**src/rtl/udp_tx_scheduler_if.sv**
```systemverilog
// Descriptor-in / transmit-control bundle between the UDP receive side,
// the transmitter and udp_tx_scheduler. The scheduler connects to the slave modport.
interface udp_tx_scheduler_if #(
  parameter int LEN_DEPTH = 4
) ();
  localparam int CNT_W = $clog2(LEN_DEPTH) + 1;

  logic             rec_end;
  logic [15:0]      rec_data_num;
  logic             send_end;
  logic             send_en;
  logic [15:0]      send_data_num;
  logic             drain_rd_en;
  logic             busy;
  logic [CNT_W-1:0] pend_cnt;
  logic [15:0]      drop_cnt;
  logic             timeout_flag;

  modport master (
    output rec_end, rec_data_num, send_end,
    input  send_en, send_data_num, drain_rd_en, busy, pend_cnt, drop_cnt, timeout_flag
  );

  modport slave (
    input  rec_end, rec_data_num, send_end,
    output send_en, send_data_num, drain_rd_en, busy, pend_cnt, drop_cnt, timeout_flag
  );
endinterface

```
**src/rtl/udp_tx_scheduler.sv**
```systemverilog
// Queues received-packet descriptors and paces transmissions (or drains rejected payload).
// Optional WAIT_END watchdog is compiled in when UDP_SCHED_TIMEOUT_EN is defined.
module udp_tx_scheduler #(
  parameter int          LEN_DEPTH      = 4,
  parameter logic [15:0] MAX_BYTES      = 16'd1472,
  parameter logic [15:0] GAP_CYCLES     = 16'd12,
  parameter logic [15:0] TIMEOUT_CYCLES = 16'd4000
) (
  input  logic              eth_tx_clk,
  input  logic              sys_rst_n,
  udp_tx_scheduler_if.slave bus
);
  localparam int          PTR_W    = $clog2(LEN_DEPTH);
  localparam int          CNT_W    = $clog2(LEN_DEPTH) + 1;
  localparam logic [15:0] GAP_LOAD = (GAP_CYCLES == 16'd0) ? 16'd0 : GAP_CYCLES - 16'd1;

  typedef enum logic [2:0] {
    S_IDLE,
    S_LOAD,
    S_START,
    S_WAIT_END,
    S_DRAIN,
    S_GAP
  } state_t;

  state_t           state_reg, state_next;
  logic [16:0]      desc_mem [LEN_DEPTH];
  logic [16:0]      rd_desc_reg;
  logic [PTR_W-1:0] wr_ptr_reg, rd_ptr_reg;
  logic [CNT_W-1:0] pend_cnt_reg;
  logic [15:0]      drop_cnt_reg;
  logic [15:0]      send_data_num_reg;
  logic [14:0]      drain_cnt_reg;
  logic [15:0]      gap_cnt_reg;
  logic             in_discard, q_full, do_pop, do_push, do_drop;
  logic             wd_expired;
  logic             send_en_c, drain_rd_en_c, busy_c;

  assign in_discard = (bus.rec_data_num == 16'd0) || (bus.rec_data_num > MAX_BYTES);
  assign q_full     = (pend_cnt_reg == CNT_W'(LEN_DEPTH));
  assign do_pop     = (state_reg == S_IDLE) && (pend_cnt_reg != '0);
  // A pop in the same cycle frees the slot, so a full queue can still accept.
  assign do_push    = bus.rec_end && (!q_full || do_pop);
  assign do_drop    = bus.rec_end && (in_discard || (q_full && !do_pop));

  // Descriptor store: {discard, len}, read registered on pop.
  always_ff @(posedge eth_tx_clk) begin
    if (do_push) begin
      desc_mem[wr_ptr_reg] <= {in_discard, bus.rec_data_num};
    end
    if (do_pop) begin
      rd_desc_reg <= desc_mem[rd_ptr_reg];
    end
  end

  always_ff @(posedge eth_tx_clk) begin
    if (!sys_rst_n) begin
      wr_ptr_reg   <= '0;
      rd_ptr_reg   <= '0;
      pend_cnt_reg <= '0;
      drop_cnt_reg <= '0;
    end else begin
      if (do_push) begin
        wr_ptr_reg <= wr_ptr_reg + 1'b1;
      end
      if (do_pop) begin
        rd_ptr_reg <= rd_ptr_reg + 1'b1;
      end
      case ({do_push, do_pop})
        2'b10:   pend_cnt_reg <= pend_cnt_reg + 1'b1;
        2'b01:   pend_cnt_reg <= pend_cnt_reg - 1'b1;
        default: pend_cnt_reg <= pend_cnt_reg;
      endcase
      if (do_drop && (drop_cnt_reg != 16'hFFFF)) begin
        drop_cnt_reg <= drop_cnt_reg + 16'd1;
      end
    end
  end

  // Per-packet datapath: length capture, drain word count, inter-packet gap timer.
  always_ff @(posedge eth_tx_clk) begin
    if (!sys_rst_n) begin
      send_data_num_reg <= '0;
      drain_cnt_reg     <= '0;
      gap_cnt_reg       <= '0;
    end else begin
      if (state_reg == S_LOAD) begin
        send_data_num_reg <= rd_desc_reg[15:0];
        drain_cnt_reg     <= 15'(({1'b0, rd_desc_reg[15:0]} + 17'd3) >> 2);
      end else if ((state_reg == S_DRAIN) && (drain_cnt_reg != '0)) begin
        drain_cnt_reg <= drain_cnt_reg - 15'd1;
      end
      if (state_reg != S_GAP) begin
        gap_cnt_reg <= GAP_LOAD;
      end else if (gap_cnt_reg != '0) begin
        gap_cnt_reg <= gap_cnt_reg - 16'd1;
      end
    end
  end

`ifdef UDP_SCHED_TIMEOUT_EN
  logic [15:0] wd_cnt_reg;
  logic        timeout_flag_reg;

  assign wd_expired = ({1'b0, wd_cnt_reg} + 17'd1) >= {1'b0, TIMEOUT_CYCLES};

  always_ff @(posedge eth_tx_clk) begin
    if (!sys_rst_n) begin
      wd_cnt_reg       <= '0;
      timeout_flag_reg <= 1'b0;
    end else begin
      if (state_reg == S_WAIT_END) begin
        wd_cnt_reg <= wd_cnt_reg + 16'd1;
      end else begin
        wd_cnt_reg <= '0;
      end
      // A genuine send_end on the last allowed cycle wins over the watchdog.
      if ((state_reg == S_WAIT_END) && !bus.send_end && wd_expired) begin
        timeout_flag_reg <= 1'b1;
      end
    end
  end

  assign bus.timeout_flag = timeout_flag_reg;
`else
  assign wd_expired       = 1'b0;
  assign bus.timeout_flag = 1'b0;
`endif

  always_ff @(posedge eth_tx_clk) begin
    if (!sys_rst_n) begin
      state_reg <= S_IDLE;
    end else begin
      state_reg <= state_next;
    end
  end

  always_comb begin
    state_next = state_reg;
    case (state_reg)
      S_IDLE:     if (do_pop) state_next = S_LOAD;
      S_LOAD:     state_next = rd_desc_reg[16] ? S_DRAIN : S_START;
      S_START:    state_next = S_WAIT_END;
      S_WAIT_END: if (bus.send_end || wd_expired) state_next = S_GAP;
      S_DRAIN:    if (drain_cnt_reg <= 15'd1) state_next = S_GAP;
      S_GAP:      if (gap_cnt_reg == '0) state_next = S_IDLE;
      default:    state_next = S_IDLE;
    endcase
  end

  always_comb begin
    send_en_c     = 1'b0;
    drain_rd_en_c = 1'b0;
    busy_c        = 1'b1;
    case (state_reg)
      S_IDLE:  busy_c = 1'b0;
      S_START: send_en_c = 1'b1;
      S_DRAIN: drain_rd_en_c = (drain_cnt_reg != '0);
      default: ;
    endcase
  end

  assign bus.send_en       = send_en_c;
  assign bus.drain_rd_en   = drain_rd_en_c;
  assign bus.busy          = busy_c;
  assign bus.send_data_num = send_data_num_reg;
  assign bus.pend_cnt      = pend_cnt_reg;
  assign bus.drop_cnt      = drop_cnt_reg;
endmodule

```
**src/flat_wrapper.sv**
```systemverilog
// flat-port wrapper written by rule: the top's interface ports become plain ports
module udp_tx_scheduler_flat 
#(
  parameter int          LEN_DEPTH      = 4,
  parameter logic [15:0] MAX_BYTES      = 16'd1472,
  parameter logic [15:0] GAP_CYCLES     = 16'd12,
  parameter logic [15:0] TIMEOUT_CYCLES = 16'd4000
)
  (eth_tx_clk, sys_rst_n, bus_rec_end, bus_rec_data_num, bus_send_end, bus_send_en, bus_send_data_num, bus_drain_rd_en, bus_busy, bus_pend_cnt, bus_drop_cnt, bus_timeout_flag);
  udp_tx_scheduler_if #(.LEN_DEPTH(LEN_DEPTH)) bus_i ();
  input  logic eth_tx_clk;
  input  logic sys_rst_n;
  input wire logic [$bits(bus_i.rec_end)-1:0] bus_rec_end;
  input wire logic [$bits(bus_i.rec_data_num)-1:0] bus_rec_data_num;
  input wire logic [$bits(bus_i.send_end)-1:0] bus_send_end;
  output wire logic [$bits(bus_i.send_en)-1:0] bus_send_en;
  output wire logic [$bits(bus_i.send_data_num)-1:0] bus_send_data_num;
  output wire logic [$bits(bus_i.drain_rd_en)-1:0] bus_drain_rd_en;
  output wire logic [$bits(bus_i.busy)-1:0] bus_busy;
  output wire logic [$bits(bus_i.pend_cnt)-1:0] bus_pend_cnt;
  output wire logic [$bits(bus_i.drop_cnt)-1:0] bus_drop_cnt;
  output wire logic [$bits(bus_i.timeout_flag)-1:0] bus_timeout_flag;
  assign bus_i.rec_end = bus_rec_end;
  assign bus_i.rec_data_num = bus_rec_data_num;
  assign bus_i.send_end = bus_send_end;
  assign bus_send_en = bus_i.send_en;
  assign bus_send_data_num = bus_i.send_data_num;
  assign bus_drain_rd_en = bus_i.drain_rd_en;
  assign bus_busy = bus_i.busy;
  assign bus_pend_cnt = bus_i.pend_cnt;
  assign bus_drop_cnt = bus_i.drop_cnt;
  assign bus_timeout_flag = bus_i.timeout_flag;
  udp_tx_scheduler #(.LEN_DEPTH(LEN_DEPTH), .MAX_BYTES(MAX_BYTES), .GAP_CYCLES(GAP_CYCLES), .TIMEOUT_CYCLES(TIMEOUT_CYCLES)) u_core (.eth_tx_clk(eth_tx_clk), .sys_rst_n(sys_rst_n), .bus(bus_i));
endmodule
```
**config.mk**
```make
export PLATFORM = sky130hd
export DESIGN_NAME = udp_tx_scheduler_flat
export DESIGN_NICKNAME = d
export VERILOG_FILES = /design/src/rtl/udp_tx_scheduler_if.sv /design/src/rtl/udp_tx_scheduler.sv /design/src/flat_wrapper.sv
export SDC_FILE = /design/constraint.sdc
export NUM_CORES = 1
export LEC_CHECK = 0
export BUFFER_PORTS_ARGS = -buffer_cell sky130_fd_sc_hd__buf_4
export CAP_MARGIN = 20
export CORE_ASPECT_RATIO = 0.9
export CORE_MARGIN = 5
export CORE_UTILIZATION = 45
export CTS_BUF_LIST = sky130_fd_sc_hd__clkbuf_8
export DETAILED_ROUTE_END_ITERATION = 10
export PLACE_DENSITY = 0.76
export SLEW_MARGIN = 15
export SYNTH_ARGS = -nofsm -noshare
export SYNTH_HDL_FRONTEND = slang
export SYNTH_SLANG_ARGS = --single-unit
```
**constraint.sdc**
```tcl
create_clock -name eth_tx_clk -period 2.7 [get_ports eth_tx_clk]
set_input_delay 0.135 -clock eth_tx_clk [delete_from_list [all_inputs] [get_ports eth_tx_clk]]
set_output_delay 0.135 -clock eth_tx_clk [all_outputs]
set_load 0.01 [all_outputs]
```
# --- Yosys cells after proc, flatten, opt, wreduce, memory -nomap -nowiden ---
# Memory sizes are Yosys's and may differ from the RTL's. A register that Yosys moved wholly into a read port is not among the register bits.
# Cells that the tools add are included.
classes:
  add_sub_neg: 8
  magnitude_cmp: 2
  eq_ne: 14
  n_mux: 16
  bitwise_logic: 1
  n_reduce_logical: 22
op_table:
  columns: ["op", "count"]
  rows:
  - ["$logic_not A16 Y1", 2]
  - ["$mux W15", 2]
  - ["$pmux W3 S6", 1]
  - ["$add A16 B2 Y17 const B", 1]
  - ["$add A16 B1 Y16 const B", 1]
  - ["$gt A16 B11 Y1 const B", 1]
  - ["$ne A16 B16 Y1 const B", 1]
  - ["$reduce_bool A16 Y1", 1]
  - ["$sub A16 B1 Y16 const B", 1]
  - ["$le A15 B1 Y1 const B", 1]
  - ["$mux W3", 5]
  - ["$reduce_bool A15 Y1", 1]
  - ["$sub A15 B1 Y15 const B", 1]
  - ["$eq A3 B3 Y1 const B", 3]
  - ["$mux W4", 2]
  - ["$eq A3 B2 Y1 const B", 2]
  - ["$logic_and A1 B1 Y1", 6]
  - ["$pmux W3 S2", 1]
  - ["$reduce_bool A2 Y1", 3]
  - ["$mux W1", 5]
  - ["$add A2 B1 Y2 const B", 2]
  - ["$ne A2 B1 Y1 const B", 2]
  - ["$ne A2 B2 Y1 const B", 2]
  - ["$reduce_and A4 Y1", 1]
  - ["other kinds (12)", 15]
totals:
  regBits: 73
  ram_bits: 68
  input_bits: 20
  out_inout_bits: 39
  elab_cells: 73
  memories: 1
memory_table:
  columns: ["name", "depth", "word_bits", "read_ports", "rd_ports_with_merged_regs", "write_ports", "line_no", "rtl"]
  rows:
  - ["u_core.desc_mem", 4, 17, 1, 1, 1, "udp_tx_scheduler.sv:27", "logic [16:0] desc_mem [LEN_DEPTH];"]

# --- Depth between registers and ports, before layout ---
# Gate-level depths: netlist (run 1).
logic_depth:
  word_depth: 7
  depth_mapped: 9

# --- Worst setup path before layout (run 1) ---
# No wires, ideal clock.
synth_timing:
  path_type: "reg2reg"
  startpoint: "register u_core.state_reg[0]"
  endpoint: "register u_core.pend_cnt_reg[1], in the netlist u_core.bus.pend_cnt[1]"
  arrival_time_ps: 2513
  t_required_ps: 2585
  path_slack_ps: 73
  stages_incl_launch_ff: 7
  period_less_slack_ps: 2627
  path_cell_list: "dfxtp_1 clkbuf_1 or3_1 nor2_1 o21ai_0 mux2i_1 and2_1"
synth_between:
  elab_chain_cells: 6
  elab_cells_between_ends: 8
  classes_between: "2 x eq/ne; 1 x mux; 5 x reduce/logical"
synth_lines:
  columns: ["item", "line_no", "rtl"]
  rows:
  - ["start: declaration", "udp_tx_scheduler.sv:26", "state_t state_reg, state_next;"]
  - ["start signal: assignment", "udp_tx_scheduler.sv:134", "state_reg <= state_next;"]
  - ["$logic_not A3 Y1 *", "udp_tx_scheduler.sv:41", "assign do_pop = (state_reg == S_IDLE) && (pend_cnt_reg != '0);"]
  - ["$logic_and A1 B1 Y1 *", "udp_tx_scheduler.sv:41", null]
  - ["named net u_core.do_pop", "udp_tx_scheduler.sv:35", "logic in_discard, q_full, do_pop, do_push, do_drop;"]
  - ["$logic_or A1 B1 Y1", "udp_tx_scheduler.sv:43", "assign do_push = bus.rec_end && (!q_full || do_pop);"]
  - ["$logic_and A1 B1 Y1", "udp_tx_scheduler.sv:43", null]
  - ["$eq A2 B1 Y1 / $eq A2 B2 Y1 (equally long branches)", "udp_tx_scheduler.sv:69", "case ({do_push, do_pop})"]
  - ["$pmux W3 S2 / $reduce_bool A2 Y1 (equally long branches)", null, null]
  - ["end signal: assignment", "udp_tx_scheduler.sv:70", "2'b10: pend_cnt_reg <= pend_cnt_reg + 1'b1;"]
  - ["end signal: assignment", "udp_tx_scheduler.sv:71", "2'b01: pend_cnt_reg <= pend_cnt_reg - 1'b1;"]
  - ["end signal: assignment", "udp_tx_scheduler.sv:72", "default: pend_cnt_reg <= pend_cnt_reg;"]
  - ["end: declaration", "udp_tx_scheduler.sv:30", "logic [CNT_W-1:0] pend_cnt_reg;"]
# The timed path passes the listed nets; every way through them passes the cells marked *.
# A chain may end at the register's enable or synchronous reset.

# --- Worst setup path after layout (run 1) ---
layout_timing:
  startpoint: "register u_core.gap_cnt_reg[4]"
  endpoint: "register u_core.gap_cnt_reg[11]"
layout_between:
  elab_chain_cells: 1
  elab_cells_between_ends: 2
  classes_between: "1 x add/sub; 1 x reduce/logical"
layout_lines:
  columns: ["item", "line_no", "rtl"]
  rows:
  - ["start: declaration", "udp_tx_scheduler.sv:34", "logic [15:0] gap_cnt_reg;"]
  - ["start signal: assignment", "udp_tx_scheduler.sv:96", "gap_cnt_reg <= gap_cnt_reg - 16'd1;"]
  - ["$sub A16 B1 Y16 / $reduce_bool A16 Y1 (equally long branches)", "udp_tx_scheduler.sv:96, udp_tx_scheduler.sv:95", null]
# Several ways; a longest one is shown, not always the timed one.

==> impl_results.md, run 1 <==
* Outcome: finished, final reports clean
* Sequential area share after synthesis at 59.8%
* DP Worst Slack at 0.381 ns
* Die width at 139 µm
* Final WS setup at 0.351 ns
* Pleak at 0.00276 µW
* Reg2reg end: u_core.gap_cnt_reg[11]
* Worst rel slew slack at 39.0%
* Setup TNS Final at 0 ns
* Cell count after synthesis at 575
* Design Area, Final at 7970 µm²
* First-pass GRT wire length at 22900 µm
* Final setup viols at 0
* CP endpoint kind: flop
* Total number of vias at 4712
* Min-Delay Path Class: in2reg
* Largest net degree at the start of global routing at 31
* Dominant cell type by area after synthesis: edfxtp_1
* WHS Endpoint: u_core.state_reg[2]
* CP peak stage delay at 0.56 ns
* Antenna Cells at 0
* Max Transition Viols Final at 0
* Critical path class: reg2reg
* Num ports at 59
* Reg2reg start: u_core.gap_cnt_reg[4]
* Post-synth net total at 605
* Post-route ant nets at 0
* Critical Path RT at 3.07 ns
* DRC viols at 0
* CP Max Fanout at 5
* Num CTS Buffers at 17
* Wire per inst at 15.8 µm
* RSZ-0062 raised after global routing: no
* Initial Utilization at 45.8%
* Port-buffer cells at 57
* Area share of the largest cell type after synthesis at 38.0%
* Worst Skew at 0.0141 ns
* Dpl hpwl at 9360 µm
* Hold Fails Final Rpt at 0
* Synth area leaders: edfxtp_1, dfxtp_1, mux4_2
* RD Place Congestion at 0.845
* Register bit total from synthesis at 158
* Ys async rst share at 0%
* CP cell instances: or4_4 > or4_4 > or3b_4 > or3_1 > a21oi_1
* Initial antenna violation count at 0
* Crit-path most repeated cell: or4_4
* Period utilisation layout at 87.0%
* Max Cap Violations at 0
* CTS tree: yes
* FP Rows at 42
* Hold Startpoint: sys_rst_n
* Most frequent cells after synthesis: edfxtp_1, dfxtp_1, nand2_1, a21oi_1, nor2_1
* Reg2reg path depth at 5
* Placed cell area at 7390 µm²
* WHS Path Cells at 3
* Final Net Count at 686
* Yosys warns at 0
* H-Tree Level Count at 4
* CP startpoint kind: flop
* Number of synthesized flops with an enable pin at 85
* All-Layer GR Usage at 16.0%
* CTS max path bufs at 2
* Worst Path Arrival at 2.72 ns
* Synth Flop Type: edfxtp_1
* 1st-pass router iterations at 5
* PwrDens at 922 nW/µm²
* Core Area at 14700 µm²
* Via density at 5.43
* Layout area overhead at 18.8%
* Peak supply drop at 0.000690 V
* Max reg flops at 68
* Clock tree root buffer cell: clkbuf_8
* Reg clk slew, reported paths at 0.10 ns
* Total global routing overflow at 0
* PostCTS Resize Cnt at 0
* Initial detailed-routing violation count at 285
* Count leader, synth: edfxtp_1
* Yosys cell types at 52
* Max stage delay cell, worst path: or4_4
* Worst reg2reg setup slack at 0.35 ns
* Clock sink total at 158
* Avg Cell Area, Syn at 11.7 µm²
* Fmax at 426 MHz
* Clk_lat worst skew at 0.46 ns
* Die Ht at 126 µm
* DRT Wirelength at 13700 µm
* Hold Slack at 0.0355 ns
* Worst slew pin tran at 0.914 ns
* Die area at 17500 µm²
* Share of cells above drive strength 1 at 19.0%
* Final min period at 2.35 ns
* Synth Cell Area at 6710 µm²
* Vias in the first global route at 4684
layer usage:
layer  GRT usage, %  share of wire, %  wire length [µm]
met3           3.37               3.6               489
met1           19.5                42              5750
met4           6.39               1.8               251
met2           27.8                53              7180
met5              0                 0                 0
where the power goes:
| group | switching [µW] | internal [µW] | total (µW) |
|---|---|---|---|
| registers | 356 | 3030 | 3380 |
| logic | 1220 | 972 | 2190 |
| clock network | 991 | 780 | 1770 |
cells in the final DEF, fill, tap and decap left out, types with 3 or more instances in the layout:
| cell | count |
|---|---|
| nand2b_1 | 6 |
| or3_1 | 15 |
| clkbuf_8 | 17 |
| edfxtp_1 | 85 |
| xnor2_1 | 21 |
| inv_8 | 4 |
| o21ai_0 | 18 |
| xor2_1 | 15 |
| or4_1 | 7 |
| mux2i_1 | 3 |
| ha_1 | 9 |
| nor4_1 | 9 |
| nor3b_1 | 3 |
| dlygate4sd3_1 | 17 |
| nor3_1 | 18 |
| a211oi_1 | 7 |
| nand2_1 | 62 |
| inv_6 | 4 |
| a21oi_1 | 44 |
| and2_1 | 3 |
| and4_1 | 3 |
| nand3_1 | 17 |
| o211ai_1 | 6 |
| buf_4 | 72 |
| mux4_2 | 17 |
| dfxtp_1 | 73 |
| o31ai_1 | 6 |
| inv_1 | 16 |
| nor2_1 | 37 |
| and3_1 | 7 |
| a31oi_1 | 4 |
| nand4_1 | 11 |
timing repair:
action / 4_1_cts / 5_1_grt
setup endpoints to repair: 0 / 0
hold buffers: 17 / 0
setup buffers: 0 / 0
endpoints found under the hold margin: 65 / 0
worst max-delay path, delay by kind of cell (launching register included):
family,cells,cell delay (ns)
AO/OA/AOI/OAI,1,0.14
flip-flops,1,0.35
AND/OR/NAND/NOR,4,1.77
metrics by stage:
stage | utilization [%] | instances | power [µW]
floorplan | - | 575 | 4880
detailed placement | 50.4 | 818 | 5620
finish | 54.4 | 867 | 7340
global route | 54.4 | 867 | 7800
CTS | 54.4 | 867 | 7390
global placement | 50.4 | 818 | 5510
kinds of logic after synthesis:
kind of cell    after synthesis  synth area share (%)
fa+ha+maj                    10                  1.98
compound gates               97                  8.72
flops                       158                  59.8
buf+inv                      43                  2.48
other cells                   1                0.0559
mux                          20                  6.15
simple gates                210                  16.1
xor+xnor                     36                  4.70
worst max-delay path by stage:
stage | start | slack, ns | cells past startpoint | to
floorplan | u_core.state_reg[0] | 0.07 | 6 | u_core.bus.pend_cnt[1]
global placement | u_core.gap_cnt_reg[4] | 0.41 | 6 | u_core.gap_cnt_reg[15]
detailed placement | u_core.gap_cnt_reg[4] | 0.38 | 5 | u_core.gap_cnt_reg[11]
CTS | u_core.gap_cnt_reg[4] | 0.36 | 5 | u_core.gap_cnt_reg[11]
global route | u_core.drain_cnt_reg[2] | 0.20 | 4 | bus_drain_rd_en
finish | u_core.gap_cnt_reg[4] | 0.35 | 5 | u_core.gap_cnt_reg[11]
layout make-up:
cell class	instances	area (µm²)
clock buffers	17	234
clock inverters	15	173
fillers	1197	6690
inverters	16	60.1
multi-input cells	374	2530
flip-flops and latches	158	4010
well taps	198	248
repair buffers	89	711
Power figures use the tool's default switching activity.
==> inputs of run 2 (changes only) <==
--- a/config.mk
+++ b/config.mk
@@ -5,7 +5,7 @@
 export SDC_FILE = /design/constraint.sdc
 export NUM_CORES = 1
 export LEC_CHECK = 0
-export BUFFER_PORTS_ARGS = -buffer_cell sky130_fd_sc_hd__buf_4
+export BUFFER_PORTS_ARGS = -buffer_cell sky130_fd_sc_hd__buf_2
 export CAP_MARGIN = 20
 export CORE_ASPECT_RATIO = 0.9
 export CORE_MARGIN = 5
==> run 2 against run 1 <==
Design area is 2.0% lower. Setup slack got worse by 0.056 ns. Routed wire length up 0.93%. Largest power group unchanged. Worst hold slack improved by 0.030 ns. Sequential power is essentially flat. Die area stayed put. Non-clock buffer count is the same. Critical path type unchanged. Sequential share of layout area up 1.0 points.
==> impl_results.md, run 2 (same netlist as run 1, synthesis figures left out) <==
* Outcome: finished, final reports clean
* Largest net degree at the start of global routing at 31 (unchanged)
* Clock share of power at 23.5% (-0.6 points)
* Initial detailed-routing violation count at 263 (-7.7%)
* CP Max Fanout at 5 (unchanged)
* Die width at 139 µm (unchanged)
* Final setup viols at 0 (unchanged)
* Die area at 17500 µm² (unchanged)
* Commonest non-fill, non-tap cells in the layout: edfxtp_1, dfxtp_1, nand2_1
* FP Rows at 42 (unchanged)
* Core Area at 14700 µm² (unchanged)
* Wire per inst at 15.9 µm (+0.93%)
* Worst slew pin tran at 0.936 ns (+0.0215 ns)
* H-Tree Level Count at 4 (unchanged)
* Total global routing overflow at 0 (unchanged)
* DRT Wirelength at 13800 µm (+0.93%)
* Finished Layout Cells at 867 (unchanged)
* RSZ-0062 raised after global routing: no
* Reg clk slew, reported paths at 0.09 ns (about the same)
* Reg2reg start: u_core.gap_cnt_reg[4]
* Antenna Cells at 0 (unchanged)
* Port-buffer cells at 57 (unchanged)
* Seq pwr share at 46.7% (+0.7 points)
* Net Sw Frac at 34.9% (-0.070 points)
* Min-Delay Path Class: in2reg
* Worst rel slew slack at 37.5% (-1.4 points)
* CTS tree: yes
* Fmax at 416 MHz (-2.3%)
* Worst reg2reg setup slack at 0.29 ns (-0.06 ns)
* Worst Skew at 0.0107 ns (-0.00342 ns)
* Worst setup endpoint: u_core.gap_cnt_reg[15]
* Num CTS Buffers at 17 (unchanged)
* Fillers at 1233 (+3.0%)
* Final Net Count at 686 (unchanged)
* Die Ht at 126 µm (unchanged)
* Post-route ant nets at 0 (unchanged)
* Dpl hpwl at 9390 µm (+0.37%)
* 1st-pass router iterations at 4 (-1)
* Period utilisation layout at 89.1% (+2.1 points)
* Share of cells above drive strength 1 at 19.0% (unchanged)
* Setup TNS Final at 0 ns (unchanged)
* Initial Utilization at 45.8% (unchanged)
* Clock tree root buffer cell: clkbuf_8
* Reg2reg end: u_core.gap_cnt_reg[15]
* Placed instance count at 818 (unchanged)
* Peak supply drop at 0.000590 V (-14%)
* Hold Startpoint: bus_send_end
* Commonest non-fill, non-tap cell in the layout: edfxtp_1
* Worst Path Arrival at 2.73 ns (about the same)
* All-Layer GR Usage at 16.4% (+0.43 points)
* CP startpoint kind: flop
* First-pass GRT wire length at 23400 µm (+2.1%)
* Internal Pwr Total at 4710 µW (-1.4%)
* PwrDens at 926 nW/µm² (+0.51%)
* Num ports at 59 (unchanged)
* CTS max path bufs at 2 (unchanged)
* Max reg flops at 68 (unchanged)
* PostCTS Resize Cnt at 0 (unchanged)
* Max Transition Viols Final at 0 (unchanged)
* RD Place Congestion at 0.836 (-1.1%)
* Gate power share at 29.8% (about the same)
* Initial antenna violation count at 0 (unchanged)
* Critical Path RT at 3.02 ns (-0.05 ns)
* Via density at 5.47 (+0.64%)
* Reg2reg path depth at 6 (+1)
* Vias in the first global route at 4803 (+2.5%)
* Clock sink total at 158 (unchanged)
* Sw Pwr at 2520 µW (-1.7%)
* Final min period at 2.41 ns (+0.0561 ns)
* CP endpoint kind: flop
* Pleak at 0.00273 µW (-1.1%)
* Max Cap Violations at 0 (unchanged)
* Total number of vias at 4742 (+0.64%)
* Layout area overhead at 16.4%
* Critical Path Start: u_core.gap_cnt_reg[4]
* Hold Fails Final Rpt at 0 (unchanged)
* Clk_lat worst skew at 0.45 ns (about the same)
* DRC viols at 0 (unchanged)
* Critical path class: reg2reg
-- run 2: layer usage --
metal / routed length [µm] / GRT usage (%) / vias up
met1: 5690 / 19.9 / 2308
li1: - / - / 2295
met2: 7250 / 28.6 / 115
met3: 545 / 3.41 / 24
met4: 303 / 6.96 / 0
met5: 0 / 0 / -
-- run 2: what timing repair did --
action,4_1_cts,5_1_grt
hold endpoints to repair,65,0
hold buffers,17,0
setup endpoints to repair,0,0
setup buffers,0,0
-- run 2: how the worst min path moves through the flow --
| stage | endpoint | slack (ns) | cells past startpoint |
|---|---|---|---|
| 3_3_place_gp | u_core.desc_mem[0][2] | 0.36 | 1 |
| 6_report | u_core.state_reg[1] | 0.07 | 4 |
| 5_1_grt | u_core.state_reg[1] | 0.07 | 4 |
| 2_1_floorplan | u_core.desc_mem[0][0] | 0.23 | 0 |
| 4_1_cts | u_core.state_reg[1] | 0.04 | 4 |
| 3_5_place_dp | u_core.desc_mem[0][1] | 0.37 | 1 |
-- run 2: through the flow --
step                      worst slack, ns  instance area, µm²  total power [µW]  utilization [%]  hold WS, ns
after detailed placement            0.311                7250              5570             49.5        0.366
after CTS                           0.296                7810              7280             53.3       0.0382
after global routing                0.163                7810              7700             53.3       0.0722
after floorplan                    0.0725                6710              4880                -        0.234
after global placement              0.419                7250              5450             49.5        0.359
final                               0.295                7810              7240             53.3       0.0655
-- run 2: power groups by stage --
stage / sequential [µW] / clock, µW / combinational, µW
3_5_place_dp: 3430 / 0 / 2140
4_1_cts: 3380 / 1730 / 2170
2_1_floorplan: 3360 / 0 / 1520
5_1_grt: 3440 / 1850 / 2410
3_3_place_gp: 3400 / 0 / 2060
6_report: 3380 / 1700 / 2150
-- run 2: area by class of cell --
type                    count  area (µm²)  share of cell area [%]
well taps                 198         248                    3.17
clock buffers              17         234                    2.99
multi-input cells         374        2530                    32.4
clock inverters            15         158                    2.02
flip-flops and latches    158        4010                    51.4
repair buffers             89         568                    7.27
inverters                  16        60.1                   0.769
-- run 2: worst max-delay path, cell delays in order, from the launching register on --
cell     delay (ns)
dfxtp_1        0.35
or4_4          0.57
or4_4          0.47
or3b_4         0.45
nor3_1         0.22
xnor2_1        0.17
nor2_1         0.05
